===== config.mk =====
export PLATFORM = sky130hd
export DESIGN_NAME = seq_divider
export DESIGN_NICKNAME = d
export VERILOG_FILES = /design/src/rtl/div_pkg.sv /design/src/rtl/div_step.sv /design/src/rtl/seq_divider.sv
export SDC_FILE = /design/constraint.sdc
export NUM_CORES = 1
export LEC_CHECK = 0
export ABC_AREA = 1
export CORE_AREA = 3 3 77 79
export DETAILED_ROUTE_END_ITERATION = 16
export DIE_AREA = 0 0 80 82
export GPL_ROUTABILITY_DRIVEN = 0
export MAX_ROUTING_LAYER = met4
export PLACE_DENSITY_LB_ADDON = 0.1
export SLEW_MARGIN = 15
export SYNTH_ARGS = -nofsm -noshare
export SYNTH_HDL_FRONTEND = slang
export SYNTH_SLANG_ARGS = --single-unit

===== constraint.sdc =====
create_clock -name clk -period 1.65 [get_ports clk]
set_input_delay 0.165 -clock clk [delete_from_list [all_inputs] [get_ports clk]]
set_output_delay 0.165 -clock clk [all_outputs]
set_load 0.1 [all_outputs]

===== src/rtl/div_pkg.sv =====
// Shared types and constants for the sequential restoring divider.
package div_pkg;

  typedef enum logic [1:0] {
    IDLE = 2'd0,
    BUSY = 2'd1,
    DONE = 2'd2
  } div_state_t;

  localparam int DEF_DIVIDEND_W = 8;
  localparam int DEF_DIVISOR_W  = 4;

  function automatic int cnt_width(input int dividend_w);
    return $clog2(dividend_w + 1);
  endfunction

  localparam int DEF_CNT_W = cnt_width(DEF_DIVIDEND_W);

  localparam logic [DEF_DIVIDEND_W-1:0] DBZ_QUOTIENT  = '1;
  localparam logic [DEF_DIVISOR_W-1:0]  DBZ_REMAINDER = '1;

endpackage


===== src/rtl/div_step.sv =====
// One combinational restoring-division step: shift in a dividend bit, trial-subtract the divisor.
module div_step #(
  parameter int DIVISOR_W = 4
) (
  input  logic [DIVISOR_W:0]   r_in,
  input  logic                 bit_in,
  input  logic [DIVISOR_W-1:0] divisor,
  output logic [DIVISOR_W:0]   r_out,
  output logic                 q_bit
);

  // r_in < divisor always holds, so its MSB is zero; keeping it in the compare
  // leaves the result identical while every input bit stays in use.
  logic [DIVISOR_W+1:0] trial;

  assign trial = {r_in, bit_in};
  assign q_bit = (trial >= {2'b00, divisor});
  assign r_out = q_bit ? (trial[DIVISOR_W:0] - {1'b0, divisor}) : trial[DIVISOR_W:0];

endmodule


===== src/rtl/seq_divider.sv =====
// Sequential restoring divider, one quotient bit per clock, valid/ready on both sides.
//
// state | meaning
// IDLE  | in_ready high, waiting for operands
// BUSY  | one restoring step per cycle, DIVIDEND_W steps
// DONE  | out_valid high, result held until out_ready
module seq_divider
  import div_pkg::*;
#(
  parameter int DIVIDEND_W = DEF_DIVIDEND_W,
  parameter int DIVISOR_W  = DEF_DIVISOR_W
) (
  input  logic                  clk,
  input  logic                  rst,
  input  logic                  in_valid,
  output logic                  in_ready,
  input  logic [DIVIDEND_W-1:0] dividend,
  input  logic [DIVISOR_W-1:0]  divisor,
  output logic                  out_valid,
  input  logic                  out_ready,
  output logic [DIVIDEND_W-1:0] quotient,
  output logic [DIVISOR_W-1:0]  remainder,
  output logic                  div_by_zero
);

  localparam int CNT_W = cnt_width(DIVIDEND_W);
  localparam logic [CNT_W-1:0] LAST_STEP = CNT_W'(DIVIDEND_W - 1);

  div_state_t state, state_next;

  logic [DIVIDEND_W-1:0] dvd_q;
  logic [DIVISOR_W-1:0]  dsr_q;
  logic [DIVISOR_W:0]    rem_q;
  logic [DIVIDEND_W-1:0] quo_q;
  logic [CNT_W-1:0]      cnt_q;
  logic                  dbz_q;

  logic [DIVISOR_W:0]    rem_step;
  logic                  q_bit;

  div_step #(.DIVISOR_W(DIVISOR_W)) u_step (
    .r_in    (rem_q),
    .bit_in  (dvd_q[DIVIDEND_W-1]),
    .divisor (dsr_q),
    .r_out   (rem_step),
    .q_bit   (q_bit)
  );

  always_ff @(posedge clk) begin
    if (rst) state <= IDLE;
    else     state <= state_next;
  end

  always_comb begin
    state_next = state;
    in_ready   = 1'b0;
    out_valid  = 1'b0;
    case (state)
      IDLE: begin
        in_ready = 1'b1;
        if (in_valid) state_next = (divisor == '0) ? DONE : BUSY;
      end
      BUSY: begin
        if (cnt_q == LAST_STEP) state_next = DONE;
      end
      DONE: begin
        out_valid = 1'b1;
        if (out_ready) state_next = IDLE;
      end
      default: state_next = IDLE;
    endcase
  end

  always_ff @(posedge clk) begin
    if (rst) begin
      dvd_q <= '0;
      dsr_q <= '0;
      rem_q <= '0;
      quo_q <= '0;
      cnt_q <= '0;
      dbz_q <= 1'b0;
    end else begin
      case (state)
        IDLE: begin
          if (in_valid) begin
            dvd_q <= dividend;
            dsr_q <= divisor;
            cnt_q <= '0;
            dbz_q <= (divisor == '0);
            if (divisor == '0) begin
              quo_q <= {DIVIDEND_W{1'b1}};
              rem_q <= {1'b0, {DIVISOR_W{1'b1}}};
            end else begin
              quo_q <= '0;
              rem_q <= '0;
            end
          end
        end
        BUSY: begin
          rem_q <= rem_step;
          quo_q <= {quo_q[DIVIDEND_W-2:0], q_bit};
          dvd_q <= {dvd_q[DIVIDEND_W-2:0], 1'b0};
          cnt_q <= cnt_q + 1'b1;
        end
        default: ;
      endcase
    end
  end

  assign quotient    = quo_q;
  assign remainder   = rem_q[DIVISOR_W-1:0];
  assign div_by_zero = dbz_q;

endmodule

==> results of run 1 <==
[worst max-delay path by stage]
stage	slack [ns]	start	depth (start not counted)	end
detailed placement	-0.05	dvd_q[7]	9	rem_q[3]
global placement	0.02	dvd_q[7]	9	rem_q[2]
floorplan	0.02	state[0]	7	quotient[1]
CTS	0.003	dvd_q[7]	9	rem_q[1]
global route	-0.05	dvd_q[7]	9	rem_q[1]
finish	0.05	dvd_q[7]	9	rem_q[2]
[synthesized netlist by cell type, types with 2 or more instances]
cell type  count
nand3_1        9
clkbuf_1       3
nand2_1       42
a22oi_1       10
inv_2          2
nand4_1        5
nor2_1        10
a21oi_1       33
buf_4          5
o21ai_0        8
dfxtp_1       32
buf_2          2
nor2_8         3
buf_6          3
ha_1           5
a31oi_1        4
inv_1         21
[power groups by stage]
stage / Sequential [uW] / Clock (uW) / Combinational (uW)
2_1_floorplan: 968 / 0 / 711
3_3_place_gp: 918 / 0 / 1140
3_5_place_dp: 920 / 0 / 1140
4_1_cts: 902 / 662 / 1150
5_1_grt: 914 / 703 / 1300
6_report: 904 / 636 / 1200
[cells by family (layout without fill, tap and decap cells)]
kind of cell    Yosys count  count (layout)  synth area share [%]
buf+inv                  36              77                  11.3
xor+xnor                  2               2                  1.11
simple gates             72              72                  22.1
flops                    32              32                  40.5
fa+ha+maj                 6               6                  5.22
compound gates           56              56                  19.8
[through the flow]
step	hold WS, ns	setup TNS, ns	util, %	power, uW
3_3_place_gp	0.456	0	39.9	2060
2_1_floorplan	0.312	0	-	1680
4_1_cts	0.425	0	41.8	2720
3_5_place_dp	0.459	-0.175	39.9	2050
5_1_grt	0.444	-0.190	42.6	2920
6_report	0.431	0	42.6	2740
[critical path, cell delays in order (launching register included)]
cell	delay, ns
dfxtp_2	0.32
inv_2	0.07
ha_4	0.14
inv_4	0.03
fa_2	0.37
nand3_1	0.16
buf_4	0.16
nand4_1	0.10
nand3_1	0.08
a21oi_1	0.06
[layout by cell type, fill, tap and decap left out, types with 5 or more instances in the layout]
cell,Yosys,final
a21oi_1,33,33
inv_1,21,18
nor2_1,10,6
clkbuf_8,0,6
buf_4,5,16
buf_12,0,15
dfxtp_1,32,28
nand3_1,9,8
a22oi_1,10,10
nand2_1,42,42
clkdlybuf4s50_1,0,15
nand4_1,5,5
o21ai_0,8,8
[flip-flops by register name, indices dropped and copies added (netlist names)]
signal       flops
dsr_q            4
dvd_q            8
cnt_q            4
div_by_zero      1
rem_q            5
quotient         8
state            2
[metal layers]
layer  routed length, microns  up-vias  global-route usage, %
li1                         -      762                      -
met1                     1800      647                   15.7
met2                     1880       19                   22.3
met3                      107        5                   3.40
met4                       62        0                   5.57
met5                        0        -                      -
[area by class of cell]
class,instances,area [sq um],share of cell area [%]
clock buffer,6,82.6,3.59
clock inverter,2,15.0,0.653
inverter,23,91.3,3.97
multi-input combinational,136,806,35.0
sequential,32,646,28.1
tap,72,90.1,3.92
timing repair buffer,46,571,24.8
[timing repair]
| action | 4_1_cts | 5_1_grt |
|---|---|---|
| endpoints found under the setup margin | 4 | 5 |
| resized for setup | 1 | 13 |
| setup buffers | 0 | 1 |
| gates cloned | 0 | 0 |
| endpoints found under the hold margin | 0 | 0 |
| pin swaps | 0 | 6 |
==> impl_metrics.ini, run 1 <==
[clock_tree]
postCtsHoldBufs = 0
cts_tree = done
clockBufferDepth = 2
clock_latency_ns = 0.28
clock_sink_count = 32
clk_pin_slew_worst_paths_ns = 0.07
h-tree-depth = 2
root_buffer = clkbuf_8
cts_buffers = 5

[logic_synthesis]
synth_flop_cell = dfxtp_1
yosys.area.top_type_share_pct = 40.5
yosysUniqueCellTypes = 24
syn_avg_cell_area_sq_um = 7.76
syn_nets = 226
synth-seq-cells = 32
ys_async_sr_fraction_pct = 0
yosys_warnings = 0
yosysSeqAreaShare_pct = 40.5
synth_edf_count = 0
netlist_area_sq_um = 1580
synth_area_leaders = dfxtp_1 40%, a21oi_1 10%, nand2_1 10%
yosys.area.top_type = dfxtp_1
synth_cells = 204

[placed_design]
hpwlAfterDp_microns = 2830
dpl_cell_area_sq_um = 2160
pre_cts_slack_ns = -0.0530
io_buffers = 30
dp_cells = 308

[run]
maxCapViolCount = 0

[global_routing]
grt_overflow = 0
grt_antenna_before_repair = 0
grt_pass1_wl_microns = 6640
grt_pass1_vias = 1450
grt_max_degree = 25
track_usage_pct = 13.5

[detailed_routing]
drt_iter0_drc = 50
dr.pass1.iters = 4
avgRoutedWirePerCell_microns = 12.1
drt_wl_total_microns = 3850
vias = 1433
antenna_left = 0
drc = 0
vias_per_cell = 4.52

[pwr]
swShare_pct = 39.4
p_clk_share_pct = 23.2
p_int_uw = 1660
combPwrFrac_pct = 43.8
p_per_area_nw_per_um2 = 1190
seqPwrFrac_pct = 33.0
p_leak_uw = 0.000917
p_switching_uw = 1080
irDropWorstVdd_mv = 0.648

[worst_setup_path]
reg2reg_from = dvd_q[7]
cp.arrival_ns = 1.77
end_kind = flip-flop
worstReg2RegEnd = rem_q[2]
crit_type = flip-flop to flip-flop
worstRegToRegCells = 9
crit_required_ns = 1.82
cp_max_fo = 4
startpoint_type = flip-flop
r2r_setup_slack_ns = 0.05

[die]
coreArea_sq_um = 5410
pin_count = 31
die_y_microns = 82
initial_utilization_pct = 29.3
placementRows = 27
die_w_microns = 80
dieArea_sq_um = 6560

[status]
outcome = finished clean

[timing]
fmax_mhz = 623
rsz0062_at_grt = true
hold_viol = 0
worst_slack_ns = 0.0451
drv_slew = 0
fin_skew_ns = 0.00981
setup_viol = 0
period_share_pct = 97.3
max_slew.worst_pin.slew_ns = 0.346
maxSlewHeadroom_pct = 76.9
min_period_ns = 1.60

[worst_hold_path]
min_from = dividend[0]
min_to = dvd_q[0]
whs_path_depth = 3
min_path_type = input pin to flip-flop

[finish]
final_nets = 266
finalInstanceArea_sq_um = 2300
antenna-diode-count = 0
syn_to_final_growth_pct = 45.4
fin_cells = 317
fillCellCount = 557
drive_above_1_share_pct = 24.5
Power figures use the tool's default switching activity.
==> inputs of run 2 (changes only) <==
--- a/config.mk
+++ b/config.mk
@@ -12,6 +12,7 @@
 export GPL_ROUTABILITY_DRIVEN = 0
 export MAX_ROUTING_LAYER = met4
 export PLACE_DENSITY_LB_ADDON = 0.1
+export SETUP_SLACK_MARGIN = 0.05
 export SLEW_MARGIN = 15
 export SYNTH_ARGS = -nofsm -noshare
 export SYNTH_HDL_FRONTEND = slang
==> run 2 against run 1 <==
Effect of this change: global-route usage is 0.27 points lower; highest routed layer unchanged; design area is 0.71% higher; combinational power hardly changed; sequential power hardly changed; largest power group unchanged; count of clock-buffer cells in the layout stayed put; critical path type unchanged; worst hold slack better by 0.0073 ns; power is 4.4% higher.
==> impl_metrics.ini, run 2 (synthesized netlist as in run 1, its figures left out) <==
[clock_tree]
cts_tree = done
cts_buffers = 5
clock_sink_count = 32
h-tree-depth = 2
clockBufferDepth = 2
clock_latency_ns = 0.28
root_buffer = clkbuf_8
clk_pin_slew_worst_paths_ns = 0.07

[finish]
fillCellCount = 569
utilization_pct = 42.9
multiInputGateArea_sq_um = 837
drive_above_1_share_pct = 24.8
layout_commonest_cell = nand2_1
mostFrequentLayoutCells = 42 x nand2_1, 30 x a21oi_1, 28 x dfxtp_1
regArea_sq_um = 646
final_nets = 263
syn_to_final_growth_pct = 46.4
antenna-diode-count = 0

[worst_setup_path]
worstRegToRegCells = 10
crit_type = flip-flop to flip-flop
startpoint_type = flip-flop
cp.arrival_ns = 1.82
crit_required_ns = 1.86
end_kind = flip-flop
cp_max_fo = 3

[pwr]
combPwrFrac_pct = 42.6
swShare_pct = 37.8
irDropWorstVdd_mv = 0.471
p_int_uw = 1780
seqPwrFrac_pct = 31.7
p_leak_uw = 0.000924
totalPowerFinal_uw = 2860
p_clk_share_pct = 25.7
p_switching_uw = 1080
p_per_area_nw_per_um2 = 1230

[detailed_routing]
drc = 0
vias = 1446
avgRoutedWirePerCell_microns = 12.5
antenna_left = 0
vias_per_cell = 4.61
drt_iter0_drc = 54
drt_wl_total_microns = 3910
dr.pass1.iters = 4

[timing]
fin_skew_ns = 0.00843
fmax_mhz = 621
tns_ns = 0
hold_viol = 0
period_share_pct = 97.6
min_period_ns = 1.61
max_slew.worst_pin.slew_ns = 0.359
maxSlewHeadroom_pct = 76.1
holdWs_ns = 0.439
rsz0062_at_grt = true
drv_slew = 0
setup_viol = 0

[global_routing]
track_usage_pct = 13.2
grt_pass1_vias = 1416
grt_antenna_before_repair = 0
grt_overflow = 0
grt_pass1_wl_microns = 6490
grt_max_degree = 25

[worst_hold_path]
whs_path_depth = 3
min_path_type = input pin to flip-flop

[die]
placementRows = 27
initial_utilization_pct = 29.3
die_y_microns = 82
coreArea_sq_um = 5410
die_w_microns = 80
pin_count = 31
dieArea_sq_um = 6560

[status]
outcome = finished clean

[run]
maxCapViolCount = 0

[placed_design]
io_buffers = 30
hpwlAfterDp_microns = 2780
## run 2: layout make-up
type	instances	share of cell area [%]
tap	72	3.89
timing repair buffer	43	23.7
sequential	32	27.9
clock buffer	6	3.13
inverter	23	3.83
clock inverter	2	1.51
multi-input combinational	136	36.1
## run 2: layer usage
metal	GRT usage, %	up-vias	share of wire, %
li1	-	748	-
met3	4.28	5	4.7
met4	5.07	0	1.1
met1	15.0	668	46
met2	21.9	25	48
met5	-	-	0
## run 2: worst paths after layout
check,start,endpoint,slack (ns)
worst max-delay path,dvd_q[7],rem_q[4],0.04
worst min-delay path,dividend[0],dvd_q[0],0.44
worst max register to register,dvd_q[7],rem_q[4],0.04
worst min register to register,dvd_q[0],dvd_q[0],0.47
## run 2: timing repair
| item | in CTS | in global routing |
|---|---|---|
| setup buffers | 0 | 0 |
| hold buffers | 0 | 0 |
| hold endpoints to repair | 0 | 0 |
| endpoints found under the setup margin | 6 | 5 |
| pin swaps | 0 | 4 |
| resized for setup | 2 | 15 |
## run 2: through the flow
stage / setup WS, ns / instance area (sq um) / cells
6_report: 0.0396 / 2320 / 314
4_1_cts: 0.0690 / 2260 / 314
2_1_floorplan: 0.0183 / 1600 / 204
5_1_grt: -0.0539 / 2320 / 314
3_5_place_dp: -0.0343 / 2140 / 306
3_3_place_gp: 0.000592 / 2140 / 306
## run 2: power groups by stage
| stage | logic [uW] | clock network, uW | registers, uW |
|---|---|---|---|
| floorplan | 711 | 0 | 968 |
| finish | 1220 | 734 | 907 |
| global route | 1330 | 797 | 917 |
| CTS | 1140 | 760 | 902 |
| detailed placement | 1130 | 0 | 918 |
| global placement | 1140 | 0 | 919 |
## run 2: critical path, cell delays in order, from the launching register on
cell,delay (ns)
dfxtp_2,0.32
inv_2,0.07
ha_4,0.13
inv_2,0.04
fa_2,0.39
inv_2,0.06
nor2_1,0.03
nor2_1,0.12
xor2_1,0.16
nand3_1,0.09
a21oi_1,0.14
